==> src/rtl/pipe_ctrl_pkg.sv <==
// Shared encodings, widths and default latencies for the pipeline hazard controller.
// Also holds the single-source hazard rule so the top stays a thin wiring layer.
package pipe_ctrl_pkg;

    // Tuse: stage in which an ID-stage source register is first consumed.
    localparam logic [1:0] TUSE_ID   = 2'd0;
    localparam logic [1:0] TUSE_EX   = 2'd1;
    localparam logic [1:0] TUSE_NONE = 2'd3;

    // Tnew: cycles until a producer's result can be forwarded.
    localparam logic [1:0] TNEW_NOW  = 2'd0;
    localparam logic [1:0] TNEW_ONE  = 2'd1;
    localparam logic [1:0] TNEW_TWO  = 2'd2;

    localparam int MD_CNT_W         = 4;
    localparam int DEF_MULT_CYCLES  = 5;
    localparam int DEF_DIV_CYCLES   = 10;

    typedef logic [4:0] reg_idx_t;

    // A source stalls when a producer writing the same non-zero register
    // cannot deliver its value by the time the consumer needs it.
    function automatic logic src_hazard(
        input reg_idx_t   src,
        input logic [1:0] tuse,
        input reg_idx_t   ex_dst,
        input logic [1:0] ex_tnew,
        input reg_idx_t   mem_dst,
        input logic [1:0] mem_tnew
    );
        logic ex_hit;
        logic mem_hit;
        ex_hit  = (src == ex_dst)  && (ex_tnew  > tuse);
        mem_hit = (src == mem_dst) && (mem_tnew > tuse);
        src_hazard = (src != '0) && (tuse != TUSE_NONE) && (ex_hit || mem_hit);
    endfunction

endpackage

==> src/rtl/pipe_hazard_ctrl_if.sv <==
// Bundle of ID/EX/MEM hazard inputs and pipeline-register control outputs.
// slave is the controller's view; master is the pipeline (or bench) side.
interface pipe_hazard_ctrl_if;
   import pipe_ctrl_pkg::*;

   logic        freeze;
   reg_idx_t    id_rs;
   reg_idx_t    id_rt;
   logic [1:0]  id_tuse_rs;
   logic [1:0]  id_tuse_rt;
   logic        id_is_md;
   reg_idx_t    ex_dst;
   logic [1:0]  ex_tnew;
   reg_idx_t    mem_dst;
   logic [1:0]  mem_tnew;
   logic        ex_md_start;
   logic        ex_md_is_div;

   logic        en_pc;
   logic        en_if_id;
   logic        clr_id_ex;
   logic        en_ex_mem;
   logic        en_mem_wb;
   logic        stall;
   logic        md_busy;
   logic        md_err;
   logic [31:0] stall_cnt;

   modport slave (
      input  freeze, id_rs, id_rt, id_tuse_rs, id_tuse_rt, id_is_md,
             ex_dst, ex_tnew, mem_dst, mem_tnew, ex_md_start, ex_md_is_div,
      output en_pc, en_if_id, clr_id_ex, en_ex_mem, en_mem_wb,
             stall, md_busy, md_err, stall_cnt
   );

   modport master (
      output freeze, id_rs, id_rt, id_tuse_rs, id_tuse_rt, id_is_md,
             ex_dst, ex_tnew, mem_dst, mem_tnew, ex_md_start, ex_md_is_div,
      input  en_pc, en_if_id, clr_id_ex, en_ex_mem, en_mem_wb,
             stall, md_busy, md_err, stall_cnt
   );

endinterface

==> src/rtl/md_busy_timer.sv <==
// Multiply/divide unit occupancy countdown with sticky overlap-error flag.
// Busy is decoded straight from the counter so an async reset drops it at once.
module md_busy_timer
   import pipe_ctrl_pkg::*;
#(
   parameter int MULT_CYCLES = DEF_MULT_CYCLES,
   parameter int DIV_CYCLES  = DEF_DIV_CYCLES
) (
   input  logic clk,
   input  logic reset,
   input  logic i_start,
   input  logic i_is_div,
   input  logic i_freeze,
   output logic o_busy,
   output logic o_err
);

   localparam logic [MD_CNT_W-1:0] MULT_LOAD = MD_CNT_W'(MULT_CYCLES);
   localparam logic [MD_CNT_W-1:0] DIV_LOAD  = MD_CNT_W'(DIV_CYCLES);

   logic [MD_CNT_W-1:0] r_cnt;
   logic                r_err;
   logic                w_busy;
   logic                w_load;

   assign w_busy = (r_cnt != '0);
   // A start that lands on a busy unit or a frozen cycle never reloads.
   assign w_load = i_start && !w_busy && !i_freeze;

   always_ff @(posedge clk or negedge reset) begin
      if (!reset) begin
         r_cnt <= '0;
         r_err <= 1'b0;
      end else begin
         if (w_load) begin
            r_cnt <= i_is_div ? DIV_LOAD : MULT_LOAD;
         end else if (w_busy) begin
            r_cnt <= r_cnt - 1'b1;
         end
         if (i_start && w_busy) begin
            r_err <= 1'b1;
         end
      end
   end

   assign o_busy = w_busy;
   assign o_err  = r_err;

endmodule

==> src/rtl/pipe_hazard_ctrl.sv <==
// Stall/bubble scheduler for the 5-stage pipeline: hazard detection, stage
// enable generation, MD-unit occupancy and a saturating stall counter.
module pipe_hazard_ctrl
   import pipe_ctrl_pkg::*;
#(
   parameter int MULT_CYCLES = DEF_MULT_CYCLES,
   parameter int DIV_CYCLES  = DEF_DIV_CYCLES
) (
   input  logic               clk,
   input  logic               reset,
   pipe_hazard_ctrl_if.slave  bus
);

   logic        w_haz_rs;
   logic        w_haz_rt;
   logic        w_md_haz;
   logic        w_md_busy;
   logic        w_md_err;
   logic        w_stall;
   logic        w_en_pc;
   logic        w_en_if_id;
   logic        w_clr_id_ex;
   logic        w_en_ex_mem;
   logic        w_en_mem_wb;
   logic [31:0] r_stall_cnt;

   md_busy_timer #(
      .MULT_CYCLES (MULT_CYCLES),
      .DIV_CYCLES  (DIV_CYCLES)
   ) u_md_timer (
      .clk      (clk),
      .reset    (reset),
      .i_start  (bus.ex_md_start),
      .i_is_div (bus.ex_md_is_div),
      .i_freeze (bus.freeze),
      .o_busy   (w_md_busy),
      .o_err    (w_md_err)
   );

   assign w_haz_rs = src_hazard(bus.id_rs, bus.id_tuse_rs, bus.ex_dst, bus.ex_tnew,
                                bus.mem_dst, bus.mem_tnew);
   assign w_haz_rt = src_hazard(bus.id_rt, bus.id_tuse_rt, bus.ex_dst, bus.ex_tnew,
                                bus.mem_dst, bus.mem_tnew);

   // An MD op starting in EX this cycle occupies the unit just like a running one.
   assign w_md_haz = bus.id_is_md && (w_md_busy || bus.ex_md_start);
   assign w_stall  = !bus.freeze && (w_haz_rs || w_haz_rt || w_md_haz);

   always_comb begin
      w_en_pc     = 1'b1;
      w_en_if_id  = 1'b1;
      w_clr_id_ex = 1'b0;
      w_en_ex_mem = 1'b1;
      w_en_mem_wb = 1'b1;
      if (bus.freeze) begin
         w_en_pc     = 1'b0;
         w_en_if_id  = 1'b0;
         w_en_ex_mem = 1'b0;
         w_en_mem_wb = 1'b0;
      end else if (w_stall) begin
         // Hold PC and IF/ID, inject a bubble into EX, let older instrs drain.
         w_en_pc     = 1'b0;
         w_en_if_id  = 1'b0;
         w_clr_id_ex = 1'b1;
      end
   end

   always_ff @(posedge clk or negedge reset) begin
      if (!reset) begin
         r_stall_cnt <= '0;
      end else if (w_stall && (r_stall_cnt != '1)) begin
         r_stall_cnt <= r_stall_cnt + 32'd1;
      end
   end

   assign bus.en_pc     = w_en_pc;
   assign bus.en_if_id  = w_en_if_id;
   assign bus.clr_id_ex = w_clr_id_ex;
   assign bus.en_ex_mem = w_en_ex_mem;
   assign bus.en_mem_wb = w_en_mem_wb;
   assign bus.stall     = w_stall;
   assign bus.md_busy   = w_md_busy;
   assign bus.md_err    = w_md_err;
   assign bus.stall_cnt = r_stall_cnt;

endmodule

==> src/flat_wrapper.sv <==
// flat-port wrapper written by rule: the top's interface ports become plain ports
module pipe_hazard_ctrl_flat import pipe_ctrl_pkg::*;
#(
   parameter int MULT_CYCLES = DEF_MULT_CYCLES,
   parameter int DIV_CYCLES  = DEF_DIV_CYCLES
)
  (clk, reset, bus_freeze, bus_id_rs, bus_id_rt, bus_id_tuse_rs, bus_id_tuse_rt, bus_id_is_md, bus_ex_dst, bus_ex_tnew, bus_mem_dst, bus_mem_tnew, bus_ex_md_start, bus_ex_md_is_div, bus_en_pc, bus_en_if_id, bus_clr_id_ex, bus_en_ex_mem, bus_en_mem_wb, bus_stall, bus_md_busy, bus_md_err, bus_stall_cnt);
  pipe_hazard_ctrl_if bus_i ();
  input  logic clk;
  input  logic reset;
  input wire logic [$bits(bus_i.freeze)-1:0] bus_freeze;
  input wire logic [$bits(bus_i.id_rs)-1:0] bus_id_rs;
  input wire logic [$bits(bus_i.id_rt)-1:0] bus_id_rt;
  input wire logic [$bits(bus_i.id_tuse_rs)-1:0] bus_id_tuse_rs;
  input wire logic [$bits(bus_i.id_tuse_rt)-1:0] bus_id_tuse_rt;
  input wire logic [$bits(bus_i.id_is_md)-1:0] bus_id_is_md;
  input wire logic [$bits(bus_i.ex_dst)-1:0] bus_ex_dst;
  input wire logic [$bits(bus_i.ex_tnew)-1:0] bus_ex_tnew;
  input wire logic [$bits(bus_i.mem_dst)-1:0] bus_mem_dst;
  input wire logic [$bits(bus_i.mem_tnew)-1:0] bus_mem_tnew;
  input wire logic [$bits(bus_i.ex_md_start)-1:0] bus_ex_md_start;
  input wire logic [$bits(bus_i.ex_md_is_div)-1:0] bus_ex_md_is_div;
  output wire logic [$bits(bus_i.en_pc)-1:0] bus_en_pc;
  output wire logic [$bits(bus_i.en_if_id)-1:0] bus_en_if_id;
  output wire logic [$bits(bus_i.clr_id_ex)-1:0] bus_clr_id_ex;
  output wire logic [$bits(bus_i.en_ex_mem)-1:0] bus_en_ex_mem;
  output wire logic [$bits(bus_i.en_mem_wb)-1:0] bus_en_mem_wb;
  output wire logic [$bits(bus_i.stall)-1:0] bus_stall;
  output wire logic [$bits(bus_i.md_busy)-1:0] bus_md_busy;
  output wire logic [$bits(bus_i.md_err)-1:0] bus_md_err;
  output wire logic [$bits(bus_i.stall_cnt)-1:0] bus_stall_cnt;
  assign bus_i.freeze = bus_freeze;
  assign bus_i.id_rs = bus_id_rs;
  assign bus_i.id_rt = bus_id_rt;
  assign bus_i.id_tuse_rs = bus_id_tuse_rs;
  assign bus_i.id_tuse_rt = bus_id_tuse_rt;
  assign bus_i.id_is_md = bus_id_is_md;
  assign bus_i.ex_dst = bus_ex_dst;
  assign bus_i.ex_tnew = bus_ex_tnew;
  assign bus_i.mem_dst = bus_mem_dst;
  assign bus_i.mem_tnew = bus_mem_tnew;
  assign bus_i.ex_md_start = bus_ex_md_start;
  assign bus_i.ex_md_is_div = bus_ex_md_is_div;
  assign bus_en_pc = bus_i.en_pc;
  assign bus_en_if_id = bus_i.en_if_id;
  assign bus_clr_id_ex = bus_i.clr_id_ex;
  assign bus_en_ex_mem = bus_i.en_ex_mem;
  assign bus_en_mem_wb = bus_i.en_mem_wb;
  assign bus_stall = bus_i.stall;
  assign bus_md_busy = bus_i.md_busy;
  assign bus_md_err = bus_i.md_err;
  assign bus_stall_cnt = bus_i.stall_cnt;
  pipe_hazard_ctrl #(.MULT_CYCLES(MULT_CYCLES), .DIV_CYCLES(DIV_CYCLES)) u_core (.clk(clk), .reset(reset), .bus(bus_i));
endmodule
==> config.mk <==
export PLATFORM = sky130hd
export DESIGN_NAME = pipe_hazard_ctrl_flat
export DESIGN_NICKNAME = d
export VERILOG_FILES = /design/src/rtl/pipe_ctrl_pkg.sv /design/src/rtl/pipe_hazard_ctrl_if.sv /design/src/rtl/md_busy_timer.sv /design/src/rtl/pipe_hazard_ctrl.sv /design/src/flat_wrapper.sv
export SDC_FILE = /design/constraint.sdc
export NUM_CORES = 1
export LEC_CHECK = 0
export BUFFER_PORTS_ARGS = -buffer_cell sky130_fd_sc_hd__buf_2
export CAP_MARGIN = 15
export CORE_UTILIZATION = 56
export CTS_CLUSTER_DIAMETER = 40
export DETAILED_ROUTE_END_ITERATION = 10
export PLACE_DENSITY = 0.85
export SLEW_MARGIN = 20
export SYNTH_ARGS = -nofsm -noshare
export SYNTH_HDL_FRONTEND = slang
export SYNTH_SLANG_ARGS = --single-unit
==> constraint.sdc <==
create_clock -name clk -period 4.25 [get_ports clk]
set_clock_uncertainty 0.15 [all_clocks]
set_input_delay 0.425 -clock clk [delete_from_list [all_inputs] [get_ports clk]]
set_output_delay 0.425 -clock clk [all_outputs]
set_load 0.01 [all_outputs]
==> metrics.md <==
| Metric | Value |
|---|---|
| Area delta synth->final | `16.9%` |
| RePlAce Congestion | `0.763` |
| Post-synthesis cell count | `243` |
| Top cells by count, synth | `dfrtp_1 (37), xnor2_1 (36), nand4_1 (16)` |
| Worst-Skew Late Latency | `0.29 ns` |
| Die W | `69.7 um` |
| Final setup fails | `0` |
| Dominant cell type by area after synthesis | `dfrtp_1` |
| Drt pass-1 iters | `4` |
| Clock Pin Slew Worst Setup and Hold Paths | `0.07 ns` |
| Crit Path Max Fanout | `17` |
| Startpoint Class | `flip-flop` |
| Post-synth EDFFs | `0` |
| Worst Hold Class | `in -> async` |
| Leakage | `0.00147 uW` |
| Max Cap Violations | `0` |
| Setup TNS | `0 ns` |
| Maximum buffer depth of the clock tree | `2` |
| CTS Hold Buffers Added | `0` |
| Dpl cell area | `2920 um2` |
| DRT iter0 DRCs | `135` |
| Fin. max-slew vios | `0` |
| Post-synthesis sequential area ratio | `0.361` |
| Final period utilization | `0.716` |
| PostCTS Resize Cnt | `0` |
| Starting density of the core | `0.585` |
| Crit end category | `primary output` |
| Residual DRC count | `0` |
| Largest net degree at the start of global routing | `38` |
| TritonCTS clock tree | `built` |
| Delay of the slowest critical-path stage | `0.64 ns` |
| Final ANT Viol Nets | `0` |
| Worst setup path class | `reg -> out` |
| Port bufs | `73` |
| Most numerous cell in the Yosys netlist | `dfrtp_1` |
| Critical path's slowest cell | `a31oi_4` |
| Core ar. | `4380 um2` |
| Place WS | `1.21 ns` |
| Vias per cell | `5.74` |
| Die height | `69.7 um` |
| Post-synthesis cell type count | `45` |
| Syn avg cell area | `10.6 um2` |
| Cell area after synthesis | `2560 um2` |
| Global-route wire length before repair | `9720 um` |
| Wirelength per Cell | `15.5 um` |
| Least-Margin Pin Slew | `0.846 ns` |
| Post-CTS Setup Bufs | `0` |
| Critical path arrival | `2.47 ns` |
| Syn Nets | `288` |
| Vias in the first global route | `2089` |
| Fmax | `329 MHz` |
| Synth top area cells | `dfrtp_1 (36%), xnor2_1 (12%), ha_1 (5.4%), xnor2_2 (5.1%), nand4_1 (3.9%)` |
| Final net count | `360` |
| CTS Root Cell | `clkbuf_8` |
| Layout cell share with drive strength beyond 1 | `0.395` |
| Total global routing overflow | `0` |
| FF+latch count, synth | `37` |
| Design Area, Final | `3000 um2` |
| Slew HR | `0.436` |
| Num ports | `74` |
| Inserted Clock Buffers | `5` |
| Fillers | `344` |
| Area occupied by multi-input gates | `1520 um2` |
| Hold Fails Final Rpt | `0` |
| Area share of the largest cell type after synthesis | `0.361` |
| Setup ws final | `1.21 ns` |
| Power per standard cell area | `320 nW/um2` |
| Ant diodes | `0` |
| GRT Total Usage | `0.253` |
| H-tree depth | `2` |
| Required @ worst endpoint | `3.67 ns` |
| Top FF cell, synth | `dfrtp_1` |
| RSZ-0062 raised after global routing | `no` |
| Detail Placement HPWL | `4360 um` |
| CP Cell Sequence | `inv_1 > ha_1 > nand2_1 > o21ai_0 > a31oi_4 > buf_2` |
| Antenna violations before repair | `0` |
| YS warnings | `0` |
| Row count | `24` |
| Final Critical Period | `3.04 ns` |
| Ys async rst share | `1.00` |
| Core Util, Final | `0.684` |
| Post-Route WL | `5690 um` |
| Clock Sinks | `37` |
| Vias | `2100` |
| Register area | `926 um2` |
| Worst vdd ir | `215 uV` |
| Reg2Reg Depth | `7` |
| Status | `finished, final reports clean` |
| Die area | `4850 um2` |
==> routing by layer <==
layer | up-vias | track usage | routed length, um
li1 | 1000 | - | -
met1 | 1015 | 0.311 | 2430
met2 | 74 | 0.434 | 2890
met3 | 11 | 0.0581 | 291
met4 | 0 | 0.0933 | 81
met5 | - | 0 | 0
==> where the power goes <==
part           internal (uW)  leakage (uW)  switching [uW]
Sequential               401      0.000493            57.4
Combinational            126      0.000935             153
Clock                    108     0.0000399             115
Total                    635       0.00147             325
==> cell usage in the layout, fill, tap and decap left out, drive strengths merged, types with 2 or more instances in the layout <==
cell,Yosys,layout
o31ai,2,2
mux2,2,2
and2,2,2
inv,12,12
o21ai,3,3
a21oi,6,6
clkbuf,1,5
nor4,4,4
nand4,22,22
xnor2,44,44
nor3,3,3
nand3,15,15
xor2,8,8
and4,5,5
buf,7,73
dfrtp,37,37
nor2,16,16
and3,12,12
ha,11,11
nand2,20,20
==> cells by family (layout without fill, tap and decap cells) <==
| kind of cell | count (synthesis) | after routing | synth area share |
|---|---|---|---|
| DFF | 37 | 37 | 0.361 |
| AOI/OAI and AO/OA | 18 | 18 | 0.0571 |
| muxes | 2 | 2 | 0.00878 |
| adders and majority gates | 11 | 11 | 0.0537 |
| and+or+nand+nor | 103 | 103 | 0.273 |
| xor gates and xnor gates | 52 | 52 | 0.201 |
| buffers and inverters | 20 | 91 | 0.0449 |
==> path summary, 6_finish.rpt <==
check | startpoint | to | slack [ns]
max in group asynchronous | reset | u_core.bus.stall_cnt[19]$_DFFE_PN0P_ | 3.33
worst max-delay path | u_core.u_md_timer.r_cnt[0]$_DFFE_PN0P_ | bus_stall | 1.21
worst min register to register | u_core.u_md_timer.o_err$_DFFE_PN0P_ | u_core.u_md_timer.o_err$_DFFE_PN0P_ | 0.32
worst min-delay path | reset | u_core.bus.stall_cnt[10]$_DFFE_PN0P_ | 0.09
min in group clk | bus_ex_md_start | u_core.u_md_timer.o_err$_DFFE_PN0P_ | 0.23
worst max register to register | u_core.u_md_timer.r_cnt[0]$_DFFE_PN0P_ | u_core.bus.stall_cnt[1]$_DFFE_PN0P_ | 1.36
==> flip-flops by register name, summed over array words and instances (netlist names) <==
name                     cells
u_core.bus.stall_cnt        32
u_core.u_md_timer.o_err      1
u_core.u_md_timer.r_cnt      4
==> critical path, delay by kind of cell, from the launching register on <==
kind	cells	cell delay [ns]
DFF	1	0.44
buffers and inverters	2	0.34
adders and majority gates	1	0.23
AOI/OAI and AO/OA	2	0.91
and+or+nand+nor	1	0.24
==> final cells by class <==
type | count | share of cell area
multi-input cells | 186 | 0.508
flip-flops and latches | 37 | 0.309
repair buffers | 73 | 0.122
clock buffers | 5 | 0.0230
well taps | 52 | 0.0217
inverters | 12 | 0.0150
clock inverters | 1 | 0.00167
==> per-stage QoR <==
stage / std cells / hold slack (ns) / total power, uW
after floorplan: 243 / -0.0206 / 644
after global placement: 360 / 0.293 / 728
after detailed placement: 360 / 0.295 / 745
after CTS: 366 / 0.109 / 968
after global routing: 366 / 0.148 / 1020
final: 366 / 0.0859 / 960
Note: power is estimated with default switching activity, not from simulation.
